===== src/rtl/vga_scan_driver_if.sv =====
// Pixel source bus between the VGA scan driver and the graphics engine.
// The driver (master) strobes VGA_ready; the engine (slave) returns data.
interface vga_scan_driver_if;
  logic        VGA_ready;
  logic [23:0] color;
  logic [18:0] pixel_address;

  modport master (
    output VGA_ready,
    input  color,
    input  pixel_address
  );

  modport slave (
    input  VGA_ready,
    output color,
    output pixel_address
  );
endinterface


===== src/rtl/vga_scan_driver.sv =====
// 640x480@60 VGA scan driver with prefetching pixel FIFO.
// Optional macro VGA_ADDR_CHECK_EN enables pixel_address sequence checking.
module vga_scan_driver #(
  parameter int READ_LATENCY = 1,
  parameter int FIFO_DEPTH   = 4,
  parameter int PIX_DIV      = 2
) (
  input  logic              clk,
  input  logic              rst,
  vga_scan_driver_if.master src,
  output logic [7:0]        vga_r,
  output logic [7:0]        vga_g,
  output logic [7:0]        vga_b,
  output logic              vga_hsync,
  output logic              vga_vsync,
  output logic              vga_blank_n,
  output logic              frame_start,
  output logic              underflow,
  output logic              addr_error
);
  localparam int AW = $clog2(FIFO_DEPTH);
  localparam logic [1:0] DIV_LAST = 2'(PIX_DIV - 1);
  localparam logic [23:0] MAGENTA = 24'hFF00FF;

  logic [1:0]  div_q, div_d;
  logic        tick;
  logic [9:0]  h_q, h_d, v_q, v_d;
  logic        s_v_q, s_vis_q, s_hs_q;
  logic        s_vs_q, s_fs_q;
  logic [READ_LATENCY-1:0] pipe_q, pipe_d;
  logic [4:0]  outst_q, outst_d;
  logic [AW:0] cnt_q, cnt_d;
  logic [AW-1:0] wr_q, rd_q;
  logic [23:0] mem_q [FIFO_DEPTH];
  logic [5:0]  occ;
  logic        ready, push, empty;
  logic        pop_req, bypass;
  logic        wr_en, rd_en, pop_ok;
  logic [23:0] push_col, head;
  logic [23:0] rgb_q, rgb_d;
  logic        hs_q, vs_q, blank_q;
  logic        fs_q, unf_q;

  assign tick = (div_q == 2'd0);
  assign occ = 6'(cnt_q) + 6'(outst_q);
  assign ready = rst & (occ < 6'(FIFO_DEPTH));
  assign src.VGA_ready = ready;
  assign push = pipe_q[READ_LATENCY-1];
  assign empty = (cnt_q == '0);
  assign pop_req = s_v_q & s_vis_q;
  assign bypass = empty & push & pop_req;
  assign wr_en = push & ~bypass;
  assign rd_en = pop_req & ~empty;
  assign pop_ok = rd_en | bypass;
  assign head = empty ? push_col : mem_q[rd_q];

  // Next-state for divider, raster counters and request tracking
  always_comb begin
    div_d = (div_q == DIV_LAST) ? 2'd0 : div_q + 2'd1;
    h_d = h_q;
    v_d = v_q;
    if (tick) begin
      h_d = (h_q == 10'd799) ? 10'd0 : h_q + 10'd1;
      if (h_q == 10'd799)
        v_d = (v_q == 10'd524) ? 10'd0 : v_q + 10'd1;
    end
    pipe_d = '0;
    pipe_d[0] = ready;
    for (int i = 1; i < READ_LATENCY; i++)
      pipe_d[i] = pipe_q[i-1];
    outst_d = outst_q + 5'(ready) - 5'(push);
    cnt_d = cnt_q + (AW+1)'(wr_en) - (AW+1)'(rd_en);
    rgb_d = 24'h0;
    if (s_vis_q)
      rgb_d = pop_ok ? head : MAGENTA;
  end

  // Timing, request pipeline and FIFO pointer state
  always_ff @(posedge clk) begin
    if (!rst) begin
      div_q   <= 2'd0;
      h_q     <= 10'd0;
      v_q     <= 10'd0;
      pipe_q  <= '0;
      outst_q <= 5'd0;
      cnt_q   <= '0;
      wr_q    <= '0;
      rd_q    <= '0;
    end else begin
      div_q   <= div_d;
      h_q     <= h_d;
      v_q     <= v_d;
      pipe_q  <= pipe_d;
      outst_q <= outst_d;
      cnt_q   <= cnt_d;
      if (wr_en)
        wr_q <= wr_q + AW'(1);
      if (rd_en)
        rd_q <= rd_q + AW'(1);
    end
  end

  // FIFO storage; stale entries are masked by the pointers
  always_ff @(posedge clk) begin
    if (wr_en)
      mem_q[wr_q] <= push_col;
  end

  // Raster attributes latched on the tick, emitted one clk later
  always_ff @(posedge clk) begin
    if (!rst) begin
      s_v_q   <= 1'b0;
      s_vis_q <= 1'b0;
      s_hs_q  <= 1'b1;
      s_vs_q  <= 1'b1;
      s_fs_q  <= 1'b0;
    end else begin
      s_v_q <= tick;
      if (tick) begin
        s_vis_q <= (h_q < 10'd640) && (v_q < 10'd480);
        s_hs_q  <= !((h_q >= 10'd656) && (h_q <= 10'd751));
        s_vs_q  <= !((v_q == 10'd490) || (v_q == 10'd491));
        s_fs_q  <= (h_q == 10'd0) && (v_q == 10'd0);
      end
    end
  end

  // Registered video outputs and sticky underflow
  always_ff @(posedge clk) begin
    if (!rst) begin
      rgb_q   <= 24'h0;
      hs_q    <= 1'b1;
      vs_q    <= 1'b1;
      blank_q <= 1'b0;
      fs_q    <= 1'b0;
      unf_q   <= 1'b0;
    end else begin
      fs_q <= 1'b0;
      if (s_v_q) begin
        rgb_q   <= rgb_d;
        hs_q    <= s_hs_q;
        vs_q    <= s_vs_q;
        blank_q <= s_vis_q;
        fs_q    <= s_fs_q;
        if (pop_req && !pop_ok)
          unf_q <= 1'b1;
      end
    end
  end

`ifdef VGA_ADDR_CHECK_EN
  logic [18:0] exp_q, exp_d, base;
  logic        mism, err_q;

  assign mism = (src.pixel_address != exp_q);
  assign push_col = mism ? 24'h0 : src.color;
  assign base = mism ? src.pixel_address : exp_q;
  assign exp_d = (base == 19'h4AFFF) ? 19'h0 : base + 19'h1;
  assign addr_error = err_q;

  // Expected address tracks pushes and resyncs after a mismatch
  always_ff @(posedge clk) begin
    if (!rst) begin
      exp_q <= 19'h0;
      err_q <= 1'b0;
    end else if (push) begin
      exp_q <= exp_d;
      if (mism)
        err_q <= 1'b1;
    end
  end
`else
  logic unused_addr;

  assign unused_addr = ^src.pixel_address;
  assign push_col = src.color;
  assign addr_error = 1'b0;
`endif

  assign {vga_r, vga_g, vga_b} = rgb_q;
  assign vga_hsync   = hs_q;
  assign vga_vsync   = vs_q;
  assign vga_blank_n = blank_q;
  assign frame_start = fs_q;
  assign underflow   = unf_q;
endmodule


===== src/flat_wrapper.sv =====
// flat-port wrapper written by rule: the top's interface ports become plain ports
module vga_scan_driver_flat 
#(
  parameter int READ_LATENCY = 1,
  parameter int FIFO_DEPTH   = 4,
  parameter int PIX_DIV      = 2
)
  (clk, rst, vga_r, vga_g, vga_b, vga_hsync, vga_vsync, vga_blank_n, frame_start, underflow, addr_error, src_VGA_ready, src_color, src_pixel_address);
  vga_scan_driver_if src_i ();
  input  logic clk;
  input  logic rst;
  output logic [7:0] vga_r;
  output logic [7:0] vga_g;
  output logic [7:0] vga_b;
  output logic vga_hsync;
  output logic vga_vsync;
  output logic vga_blank_n;
  output logic frame_start;
  output logic underflow;
  output logic addr_error;
  output wire logic [$bits(src_i.VGA_ready)-1:0] src_VGA_ready;
  input wire logic [$bits(src_i.color)-1:0] src_color;
  input wire logic [$bits(src_i.pixel_address)-1:0] src_pixel_address;
  assign src_VGA_ready = src_i.VGA_ready;
  assign src_i.color = src_color;
  assign src_i.pixel_address = src_pixel_address;
  vga_scan_driver #(.READ_LATENCY(READ_LATENCY), .FIFO_DEPTH(FIFO_DEPTH), .PIX_DIV(PIX_DIV)) u_core (.clk(clk), .rst(rst), .src(src_i), .vga_r(vga_r), .vga_g(vga_g), .vga_b(vga_b), .vga_hsync(vga_hsync), .vga_vsync(vga_vsync), .vga_blank_n(vga_blank_n), .frame_start(frame_start), .underflow(underflow), .addr_error(addr_error));
endmodule

===== config.mk =====
export PLATFORM = sky130hd
export DESIGN_NAME = vga_scan_driver_flat
export DESIGN_NICKNAME = d
export VERILOG_FILES = /design/src/rtl/vga_scan_driver_if.sv /design/src/rtl/vga_scan_driver.sv /design/src/flat_wrapper.sv
export SDC_FILE = /design/constraint.sdc
export NUM_CORES = 1
export LEC_CHECK = 0
export CAP_MARGIN = 20
export CELL_PAD_IN_SITES_DETAIL_PLACEMENT = 1
export CELL_PAD_IN_SITES_GLOBAL_PLACEMENT = 2
export CORE_ASPECT_RATIO = 0.6
export CORE_MARGIN = 2
export CORE_UTILIZATION = 42
export CTS_CLUSTER_DIAMETER = 100
export CTS_CLUSTER_SIZE = 25
export DETAILED_ROUTE_END_ITERATION = 6
export HOLD_SLACK_MARGIN = 0.06
export PLACE_DENSITY_LB_ADDON = 0.1
export SETUP_SLACK_MARGIN = 0.5
export SYNTH_ARGS = -nofsm -noshare
export SYNTH_HDL_FRONTEND = slang
export SYNTH_SLANG_ARGS = --single-unit

===== constraint.sdc =====
create_clock -name clk -period 4.4 [get_ports clk]
set_input_delay 0.88 -clock clk [delete_from_list [all_inputs] [get_ports clk]]
set_output_delay 0.88 -clock clk [all_outputs]
set_load 0.01 [all_outputs]

# == Word level (Yosys, flattened, before mapping) ==
# Memories as Yosys holds them, arrays and structs flattened. A register that Yosys moved wholly into a read port is not among the register bits.
# Cells that the tools add are included.
# word_totals
regBits,69
ramBits,96
inputBits,45
out_inout_bits,31
elab_cells,75
memories,1
# mem_list
name,depth,word_bits,read_ports,rd_clocked_by_memory_dff,wr,line_no,source
u_core.mem_q,4,24,1,1,1,vga_scan_driver.sv:34,logic [23:0] mem_q [FIFO_DEPTH];
# classes
add_sub_neg,10
order_cmp,5
n_eq_ne,5
muxes,9
bitwise_logic,10
n_reduce_logical,16
# op_table
op,count
$mux W24,3
$add A10 B1 Y10 const B,2
$eq A10 B10 Y1 const B,2
$eq A10 B9 Y1 const B,2
$logic_not A10 Y1,2
$mux W10,2
$ge A10 B10 Y1 const B,1
$le A10 B10 Y1 const B,1
$lt A10 B10 Y1 const B,1
$lt A10 B9 Y1 const B,1
$add A2 B1 Y2 const B,3
$add A3 B5 Y6,1
$and A1 B1 Y1,6
$lt A6 B3 Y1 const B,1
$reduce_and A2 Y1,3
$add A5 B1 Y5,1
$sub A5 B1 Y5,1
$logic_and A1 B1 Y1,4
$mux W2,2
$add A3 B1 Y3,1
$logic_not A1 Y1,3
$logic_not A3 Y1,1
$not A1 Y1,3
$sub A3 B1 Y3,1
other kinds (6),7

# == Logic depth before layout (Yosys ltp) ==
# Gate-level depths: netlist of the first run.
# logic_depth
ltp_word,7
mapped_depth,13
ltp_nobuf,13

# == Worst setup path before layout of the first run ==
# Ideal clock, no wire load.
# synth_path
path_kind,input -> register
from,input rst
to,register u_core.outst_q[4]
setup_time_ps,115
t_arrival_ps,2953
required_ps,4285
setup_slack_ps,1332
path_stages,10
n_path_buf,1
path_cell_list,clkbuf_1 or3b_2 ha_1 inv_1 ha_1 fa_1 a21o_1 a21oi_1 xor2_1 and2_1
# synth_between
elab_chain_len,3
# synth_lines
item,line_no,source
"start, declared",flat_wrapper.sv:11,input logic rst;
$and A1 B1 Y1,vga_scan_driver.sv:46,assign ready = rst & (occ < 6'(FIFO_DEPTH));
$add A5 B1 Y5,vga_scan_driver.sv:71,outst_d = outst_q + 5'(ready) - 5'(push);
$sub A5 B1 Y5,vga_scan_driver.sv:71,
"end signal, assigned",vga_scan_driver.sv:94,outst_q <= outst_d;
"end, declared",vga_scan_driver.sv:31,"logic [4:0] outst_q, outst_d;"
# Several ways; a longest one is shown, not always the timed one.
# A chain may end at the register's enable or synchronous reset.

# == Worst setup path after layout of the first run ==
# layout_path
from,input rst
to,output src_VGA_ready
# layout_between
elab_chain_len,1
# layout_lines
item,line_no,source
$and A1 B1 Y1,vga_scan_driver.sv:46,
"end, declared",flat_wrapper.sv:21,output wire logic [$bits(src_i.VGA_ready)-1:0] src_VGA_ready;
# Every way passes these cells.

==> flow_summary.json, run 1 <==
{
  "gp_congestion": 0.755,
  "grt_pass1_vias": 4529,
  "yosys_most_used_dff": "edfxtp_1",
  "end_kind": "primary output",
  "cts.reportedPaths.clkPinSlew_ns": 0.07,
  "place_ws_ns": 0.920,
  "worst_slack_ns": 0.977,
  "finalSetupTns_ns": 0,
  "hold_ws_ns": 0.437,
  "synthArstFlopShare_pct": 0,
  "hold_viol": 0,
  "power_density_mw_per_mm2": 522,
  "wire_per_inst_um": 19.3,
  "cap_violations": 0,
  "fmax_mhz": 292,
  "critPathKind": "in -> out",
  "postCtsHoldBufs": 0,
  "h-tree-depth": 4,
  "cp.arrival_ns": 2.54,
  "overflow": 0,
  "setup_viol": 0,
  "drive_gt1_share_pct": 13.4,
  "r2r_slack_ns": 1.24,
  "worstReg2RegStart": "u_core.cnt_q[2]",
  "track_usage_pct": 18.8,
  "syn2layout_area_growth_pct": 19.4,
  "initial_utilization_pct": 42.7,
  "ys_warn_count": 0,
  "skew_ns": 0.0153,
  "r2r_end": "u_core.outst_q[4]",
  "hold_path_depth": 2,
  "hold_class": "reg -> reg",
  "cts_tree": "yes",
  "core_area_mm2": 0.0161,
  "diodes": 0,
  "syn_area_mm2": 0.00689,
  "viasPerCell": 5.34,
  "synthDistinctLibCells": 56,
  "path_max_fanout": 41,
  "synth_area_per_cell_um2": 13.6,
  "synth-seq-cells": 167,
  "min_period_over_period_pct": 77.8,
  "drc": 0,
  "synth_edf_count": 96,
  "fp.dieW_um": 169,
  "wl_um": 15300,
  "dp_hpwl_um": 9660,
  "post_cts_buffers": 0,
  "vias": 4221,
  "antenna_found_initial": 0,
  "p_leak_nw": 2.88,
  "regArea_mm2": 0.00431,
  "cts_buffers": 17,
  "final_cell_count_no_fill": 790,
  "clockBufferDepth": 2,
  "grt_start_max_net_pins": 42,
  "outcome": "complete, no violations",
  "ir_drop_mv": 0.283,
  "rsz0062_at_grt": "false",
  "cts.sink_count": 167,
  "power_mw": 4.30,
  "max_slew_margin_pct": 35.8,
  "finalWorstPathRequiredPeriod_ns": 3.42,
  "worstMarginPinSlew_ns": 0.963,
  "post_cts_resized": 0,
  "root_buffer": "clkbuf_16",
  "dp.cells": 758,
  "r2r_cells": 12,
  "die-area_mm2": 0.0175,
  "min_to": "u_core.rgb_q[15]",
  "yosysSeqAreaShare_pct": 62.5,
  "synth_cells": 508,
  "stdcell_area_mm2": 0.00823,
  "nFillCells": 1624,
  "finalMaxSlewViolations": 0,
  "ant_nets": 0,
  "drtIter0Drc": 282,
  "fp.dieH_um": 103,
  "core.rowCount": 36,
  "multi_input_area_mm2": 0.00240,
  "insertion_delay_ns": 0.43,
  "synth_fp_nets": 576,
  "grt_first_pass_wirelength_um": 24800,
  "fin_nets": 636,
  "placed_area_mm2": 0.00765,
  "first_pass_iters": 4,
  "worst_hold_startpoint": "u_core.rgb_q[15]",
  "start_kind": "input pin",
  "critPathRequiredTime_ns": 3.52,
  "num_io_pins": 76,
  "final_core_util_pct": 51.0,
  "io_buffers": 55
}
cell usage after synthesis, types with 2 or more instances:
| library cell | instances | area [um2] |
|---|---|---|
| nor3_1 | 2 | 10.0 |
| o21ai_0 | 20 | 100 |
| fa_1 | 2 | 40.0 |
| edfxtp_1 | 96 | 2880 |
| ha_1 | 21 | 263 |
| nand3_1 | 8 | 40.0 |
| xnor2_1 | 11 | 96.3 |
| nor2_1 | 17 | 63.8 |
| and2_1 | 20 | 125 |
| a22oi_1 | 8 | 60.1 |
| buf_2 | 6 | 30.0 |
| mux4_2 | 24 | 541 |
| nand4_2 | 2 | 25.0 |
| and3b_1 | 3 | 26.3 |
| inv_1 | 17 | 63.8 |
| or3_1 | 20 | 125 |
| nor2b_1 | 6 | 37.5 |
| o21ai_1 | 18 | 90.1 |
| clkbuf_1 | 10 | 37.5 |
| buf_4 | 2 | 15.0 |
| a21o_1 | 2 | 15.0 |
| dfxtp_1 | 71 | 1420 |
| nand2_1 | 47 | 176 |
| nand4_1 | 6 | 37.5 |
| mux2i_1 | 6 | 60.1 |
| nand4b_1 | 3 | 26.3 |
| xor2_1 | 11 | 96.3 |
| o22ai_1 | 3 | 18.8 |
| buf_6 | 3 | 33.8 |
| a21oi_1 | 5 | 25.0 |
| a21boi_0 | 2 | 15.0 |
| and4_1 | 2 | 17.5 |
| nor3b_1 | 3 | 22.5 |
| nor4_1 | 4 | 25.0 |
| nand2b_1 | 2 | 12.5 |
| and3_1 | 5 | 31.3 |
final cells by class:
| type | instances | area share, % |
|---|---|---|
| Sequential cell | 167 | 52.3 |
| Multi-Input combinational cell | 301 | 29.1 |
| Timing Repair Buffer | 64 | 7.51 |
| Clock buffer | 17 | 5.17 |
| Tap cell | 209 | 3.18 |
| Clock inverter | 15 | 1.89 |
| Inverter | 17 | 0.776 |
state kept, by name, summed over array words and instances (netlist names), named ones only:
register            flops
u_core.mem_q           96
u_core.rgb_q           24
u_core.h_q             10
u_core.v_q             10
u_core.outst_q          5
u_core.cnt_q            3
u_core.div_q            2
u_core.rd_q             2
u_core.wr_q             2
u_core.frame_start      1
u_core.pipe_q           1
u_core.s_fs_q           1
u_core.s_hs_q           1
u_core.s_v_q            1
u_core.s_vis_q          1
u_core.s_vs_q           1
u_core.underflow        1
u_core.vga_blank_n      1
u_core.vga_hsync        1
u_core.vga_vsync        1
layer usage:
metal  up-vias  track usage (%)  share of wire, %
li1       1995                -                 -
met1      2145             26.6                51
met2        72             29.9                46
met3         9             4.41               3.0
met4         0             4.14              0.68
met5         -                0                 0
cells in the final DEF, fill, tap and decap left out, types with 3 or more instances in the layout:
cell type        synthesis  layout
a21oi_1                  5       5
a22oi_1                  8       8
and2_1                  20      20
and3_1                   5       5
and3b_1                  3       3
buf_4                    2       9
clkbuf_16                0      17
clkdlybuf4s50_1          0      55
clkinv_4                 0       3
dfxtp_1                 71      70
edfxtp_1                96      96
ha_1                    21      21
inv_1                   17      17
inv_6                    0       4
inv_8                    0       5
mux2i_1                  6       6
mux4_2                  24      24
nand2_1                 47      47
nand3_1                  8       8
nand4_1                  6       6
nand4b_1                 3       3
nor2_1                  17      17
nor2b_1                  6       5
nor3b_1                  3       3
nor4_1                   4       4
o21ai_0                 20      20
o21ai_1                 18      18
o22ai_1                  3       3
or3_1                   20      20
xnor2_1                 11      11
xor2_1                  11      11
report_power, final:
part / total [mW] / internal, mW / switching [mW]
sequential: 1.91 / 1.81 / 0.100
clock: 1.46 / 0.760 / 0.701
combinational: 0.924 / 0.406 / 0.518
cells by family (layout without fill, tap and decap cells):
group	count (synthesis)	in the layout	share of synthesized area (%)
adders and majority gates	23	23	4.40
AOI/OAI and AO/OA	63	63	5.32
DFF	167	167	62.5
xor gates and xnor gates	22	22	2.80
muxes	30	30	8.72
buffers and inverters	40	113	2.74
and+or+nand+nor	162	162	13.5
other	1	1	0.0544
critical path: stages:
cell and delay, ns:
clkdlybuf4s50_1 0.50, buf_4 0.37, nor3b_1 0.23, clkdlybuf4s50_1 0.56
how the worst max path moves through the flow:
stage	startpoint	endpoint	slack, ns	cells past startpoint
after floorplan	rst	u_core.outst_q[4]	1.33	10
after global placement	rst	u_core.outst_q[4]	0.91	10
after detailed placement	rst	u_core.outst_q[4]	0.92	10
after CTS	rst	src_VGA_ready	0.94	4
after global routing	rst	src_VGA_ready	0.83	4
final	rst	src_VGA_ready	0.98	4
No activity file was read; power rests on OpenSTA's default activity.
==> run 2: changes to the inputs <==
--- a/config.mk
+++ b/config.mk
@@ -10,7 +10,7 @@
 export CELL_PAD_IN_SITES_GLOBAL_PLACEMENT = 2
 export CORE_ASPECT_RATIO = 0.6
 export CORE_MARGIN = 2
-export CORE_UTILIZATION = 42
+export CORE_UTILIZATION = 39
 export CTS_CLUSTER_DIAMETER = 100
 export CTS_CLUSTER_SIZE = 25
 export DETAILED_ROUTE_END_ITERATION = 6
==> constraint.sdc (replaced) <==
create_clock -name clk -period 3.4 [get_ports clk]
set_input_delay 0.68 -clock clk [delete_from_list [all_inputs] [get_ports clk]]
set_output_delay 0.68 -clock clk [all_outputs]
set_load 0.01 [all_outputs]
==> run 2 against run 1 <==
  * Cell count is 4.4% higher
  * Via count is 1.3% higher
  * Non-clock buffer count is 10 higher
  * Sequential share of layout area is 1.3 points lower
  * Largest power group unchanged
  * Cell area is 2.8% higher
  * Total power is 34% higher
  * Clock skew is 0.0014 ns higher
  * First-iteration DRC count is 1.4% higher
  * Utilization is 1.9 points lower
  * Largest cell class unchanged
==> flow_summary.json, run 2 (synthesis results as in run 1) <==
{
  "outcome": "complete, no violations",
  "vias": 4275,
  "first_pass_iters": 6,
  "worstReg2RegStart": "u_core.cnt_q[1]",
  "largest_reg_flops": 96,
  "ant_nets": 0,
  "cts_buffers": 17,
  "finalMaxSlewViolations": 0,
  "cap_violations": 0,
  "overflow": 0,
  "track_usage_pct": 18.0,
  "power_density_mw_per_mm2": 682,
  "layout_commonest_cell": "edfxtp_1",
  "drtIter0Drc": 286,
  "final_cell_mix": "96 x edfxtp_1, 66 x dfxtp_1, 53 x clkdlybuf4s50_1",
  "die-area_mm2": 0.0188,
  "h-tree-depth": 4,
  "cts.sink_count": 167,
  "critPathKind": "reg -> reg",
  "regMostFlops": "u_core.mem_q",
  "io_buffers": 55,
  "antenna_found_initial": 0,
  "placed_area_mm2": 0.00769,
  "dp_hpwl_um": 9720,
  "dp.cells": 785,
  "fin_nets": 646,
  "crit_end": "u_core.outst_q[4]",
  "initial_utilization_pct": 40.0,
  "r2r_cells": 12,
  "hold_viol": 0,
  "cp.arrival_ns": 3.15,
  "cts_tree": "yes",
  "clockBufferDepth": 2,
  "grt_pass1_vias": 4533,
  "path_max_fanout": 3,
  "worstMarginPinSlew_ns": 0.891,
  "root_buffer": "clkbuf_16",
  "syn2layout_area_growth_pct": 22.7,
  "viasPerCell": 5.18,
  "drc": 0,
  "start_kind": "flop",
  "diodes": 0,
  "r2r_end": "u_core.outst_q[4]",
  "fmax_mhz": 361,
  "fp.dieH_um": 107,
  "end_kind": "flop",
  "min_period_over_period_pct": 81.4,
  "max_slew_margin_pct": 40.6,
  "setup_viol": 0,
  "wire_per_inst_um": 19.0,
  "core_area_mm2": 0.0172,
  "final_cell_count_no_fill": 825,
  "skew_ns": 0.0167,
  "num_io_pins": 76,
  "core.rowCount": 37,
  "r2r_slack_ns": 0.63,
  "cts.reportedPaths.clkPinSlew_ns": 0.07,
  "crit_start": "u_core.cnt_q[1]",
  "ir_drop_mv": 0.384,
  "hold_class": "reg -> reg",
  "reg_top3": "u_core.mem_q: 96 flops, u_core.rgb_q: 24 flops",
  "grt_start_max_net_pins": 25,
  "stdcell_area_mm2": 0.00845,
  "p_leak_nw": 2.96,
  "rsz0062_at_grt": "true",
  "finalSetupTns_ns": 0,
  "finalWorstPathRequiredPeriod_ns": 2.77,
  "gp_congestion": 0.753,
  "grt_first_pass_wirelength_um": 25600,
  "fp.dieW_um": 176,
  "place_ws_ns": 0.101,
  "insertion_delay_ns": 0.43,
  "critPathRequiredTime_ns": 3.78,
  "drive_gt1_share_pct": 17.3,
  "worst_slack_ns": 0.632,
  "wl_um": 15700
}
## run 2: cell type report
| cell class | instances | area (um2) |
|---|---|---|
| Tap cell | 234 | 293 |
| Clock buffer | 17 | 425 |
| Sequential cell | 167 | 4320 |
| Inverter | 17 | 63.8 |
| Clock inverter | 15 | 151 |
| Fill cell | 1758 | 8770 |
| Multi-Input combinational cell | 301 | 2470 |
| Timing Repair Buffer | 74 | 728 |
## run 2: per-stage QoR
| stage | power (mW) | hold slack [ns] | utilization, % |
|---|---|---|---|
| after floorplan | 3.33 | 0.425 | - |
| after global placement | 3.71 | 0.425 | 44.7 |
| after detailed placement | 3.76 | 0.433 | 44.7 |
| after CTS | 5.71 | 0.445 | 48.5 |
| after global routing | 6.10 | 0.465 | 49.1 |
| final | 5.77 | 0.441 | 49.1 |
## run 2: how the worst min path moves through the flow
| stage | depth (start not counted) | to | start | slack (ns) |
|---|---|---|---|---|
| 5_1_grt | 2 | u_core.rgb_q[10] | u_core.rgb_q[10] | 0.47 |
| 6_report | 2 | u_core.rgb_q[12] | u_core.rgb_q[12] | 0.44 |
| 3_3_place_gp | 2 | u_core.rgb_q[12] | u_core.rgb_q[12] | 0.43 |
| 3_5_place_dp | 2 | u_core.rgb_q[12] | u_core.rgb_q[12] | 0.43 |
| 2_1_floorplan | 1 | u_core.div_q[0] | u_core.div_q[0] | 0.42 |
| 4_1_cts | 2 | u_core.rgb_q[12] | u_core.rgb_q[12] | 0.44 |
## run 2: routing by layer
metal  global-route usage, %  share of wire, %  up-vias
li1                        -                 -     2015
met1                    26.4                52     2187
met2                    26.8                44       59
met3                    4.04               3.2       14
met4                    5.31              0.82        0
met5                       0                 0        -
## run 2: critical path, cell delays in order, from the launching register on
cell,delay [ns]
dfxtp_4,0.35
ha_1,0.32
a31oi_4,0.16
xnor2_2,0.11
or3b_4,0.39
ha_4,0.27
inv_2,0.03
ha_4,0.15
fa_2,0.33
a21o_1,0.20
a21oi_2,0.13
xor2_1,0.14
and2_1,0.13
## run 2: timing repair
action	4_1_cts	5_1_grt
hold buffers	0	0
hold endpoints to repair	0	0
buffers inserted	2	5
endpoints found under the setup margin	2	2
gates resized for setup	13	11
pin swaps	3	13
cloned	1	0
## run 2: power breakdown
group	total, mW	switching (mW)	internal [mW]
Combinational	1.39	0.750	0.638
Sequential	2.49	0.134	2.35
Clock	1.89	0.909	0.983
Total	5.77	1.79	3.97
==> run 3: changes to the inputs <==
==> constraint.sdc (replaced) <==
create_clock -name clk -period 2.6 [get_ports clk]
set_input_delay 0.52 -clock clk [delete_from_list [all_inputs] [get_ports clk]]
set_output_delay 0.52 -clock clk [all_outputs]
set_load 0.01 [all_outputs]
==> run 3 against run 2 <==
  * The run now ends with setup timing left
  * Worst hold slack worse by 0.0018 ns
  * Fmax up 2.7%
  * Via count rose by 1.3%
  * Utilization rose by 1.2 points
  * Clock power is 36% higher
  * Largest cell class unchanged
==> flow_summary.json, run 3 (synthesis results as in run 1) <==
{
  "ant_nets": 0,
  "start_kind": "flop",
  "initial_utilization_pct": 40.0,
  "grt_start_max_net_pins": 42,
  "grt_first_pass_wirelength_um": 25500,
  "violations": "setup timing",
  "fp.dieH_um": 107,
  "hold_ws_ns": 0.440,
  "h-tree-depth": 4,
  "regArea_mm2": 0.00432,
  "antenna_found_initial": 0,
  "end_kind": "flop",
  "largest_reg_flops": 96,
  "fmax_mhz": 371,
  "final_cell_mix": "96 x edfxtp_1, 64 x dfxtp_1, 54 x clkdlybuf4s50_1",
  "viasPerCell": 5.18,
  "die-area_mm2": 0.0188,
  "r2r_slack_ns": -0.09,
  "syn2layout_area_growth_pct": 25.8,
  "finalWorstPathRequiredPeriod_ns": 2.69,
  "skew_ns": 0.0112,
  "layout_commonest_cell": "edfxtp_1",
  "outcome": "finished with violations",
  "root_buffer": "clkbuf_16",
  "multi_input_area_mm2": 0.00252,
  "core.rowCount": 37,
  "cts_buffers": 17,
  "worstMarginPinSlew_ns": 0.545,
  "diodes": 0,
  "worstReg2RegStart": "u_core.cnt_q[1]",
  "setup_viol": 3,
  "critPathRequiredTime_ns": 2.92,
  "final_cell_count_no_fill": 837,
  "critPathMaxStageDelay_ns": 0.41,
  "power_density_mw_per_mm2": 904,
  "worst_slack_ns": -0.0940,
  "finalMaxSlewViolations": 0,
  "cap_violations": 0,
  "place_ws_ns": -0.326,
  "cts_tree": "yes",
  "cp_common_cell": "ha_4",
  "dp.cells": 798,
  "first_pass_iters": 4,
  "fin_nets": 658,
  "cts.sink_count": 167,
  "drc": 0,
  "drtIter0Drc": 273,
  "max_slew_margin_pct": 63.4,
  "overflow": 0,
  "hold_class": "reg -> reg",
  "min_period_over_period_pct": 104,
  "worst_hold_startpoint": "u_core.rgb_q[11]",
  "cts.reportedPaths.clkPinSlew_ns": 0.08,
  "path_buf_inv": 3,
  "io_buffers": 55,
  "critPathKind": "reg -> reg",
  "final_core_util_pct": 50.3,
  "slowest_stage": "or3b_4",
  "power_mw": 7.83,
  "cp.arrival_ns": 3.02,
  "track_usage_pct": 18.3,
  "crit_start": "u_core.cnt_q[1]",
  "grt_pass1_vias": 4582,
  "dp_hpwl_um": 10000,
  "fp.dieW_um": 176,
  "path_max_fanout": 2,
  "clockBufferDepth": 2,
  "vias": 4332,
  "ir_drop_mv": 0.455,
  "num_io_pins": 76,
  "nFillCells": 1711,
  "postCtsHoldBufs": 0,
  "wl_um": 15800,
  "hold_viol": 0,
  "reg_top3": "u_core.mem_q: 96 flops, u_core.rgb_q: 24 flops",
  "wire_per_inst_um": 18.9,
  "regMostFlops": "u_core.mem_q",
  "critPathTopFamily": "adder cells",
  "core_area_mm2": 0.0172,
  "p_leak_nw": 3.03,
  "gp_congestion": 0.730,
  "insertion_delay_ns": 0.43,
  "drive_gt1_share_pct": 20.6,
  "crit_chain": "ha_4 > a31oi_4 > xnor2_2 > or3b_4 > ha_4 > inv_2 > ha_4 > fa_2 > buf_4 > buf_4 > xor2_1 > and2_1",
  "rsz0062_at_grt": "true"
}
==> run 3: cell count changes in the layout (fill, tap and decap cells not counted), sizes merged <==
| cell | previous run | this run |
|---|---|---|
| clkdlybuf4s50 | 53 | 54 |
| bufinv | 0 | 1 |
| dlygate4sd2 | 2 | 0 |
| clkinv | 4 | 3 |
| buf | 18 | 32 |
| bufbuf | 1 | 0 |
==> run 3: worst reg2reg max path, delay by kind of cell (launching register included) <==
kind / cells / cell delay (ns)
simple gates: 2 / 0.56
xor+xnor: 2 / 0.28
fa+ha+maj: 4 / 1.03
compound gates: 1 / 0.08
buf+inv: 3 / 0.30
flops: 1 / 0.35
==> run 3: path summary, 6_finish.rpt <==
path | to | cells past startpoint
min | u_core.rgb_q[11] | 2
max | u_core.outst_q[2] | 12
max reg2reg | u_core.outst_q[2] | 12
min reg2reg | u_core.rgb_q[11] | 2
==> run 3: power by group <==
part           switching [mW]  leakage [nW]  internal (mW)
sequential              0.150          1.45           3.08
combinational            1.04          1.29          0.996
clock                    1.19         0.293           1.38
total                    2.38          3.03           5.45
==> run 3: per-stage QoR <==
step / area [um2] / setup TNS (ns)
final: 8660 / -0.242
after global routing: 8660 / -0.646
after detailed placement: 7940 / -0.645
after global placement: 7940 / -0.571
after CTS: 8630 / -0.285
after floorplan: 6960 / -0.0745
==> run 3: metal layers <==
| layer | part of all wire, % | vias up | global-route usage, % |
|---|---|---|---|
| met2 | 46 | 67 | 27.7 |
| met4 | 0.81 | 0 | 5.49 |
| met5 | 0 | - | 0 |
| met3 | 4.5 | 9 | 5.11 |
| li1 | - | 2039 | - |
| met1 | 49 | 2217 | 25.7 |
==> run 3: layout make-up <==
class / instances / area share, %
clock buffer: 17 / 4.91
clock inverter: 15 / 2.04
inverter: 17 / 0.737
multi-input combinational: 301 / 29.1
sequential: 167 / 49.8
tap: 234 / 3.38
timing repair buffer: 86 / 10.0
==> run 3: what timing repair did <==
action,CTS,global route
endpoints found under the setup margin,6,26
pin swaps,16,8
setup buffers,6,1
gates resized for setup,14,7
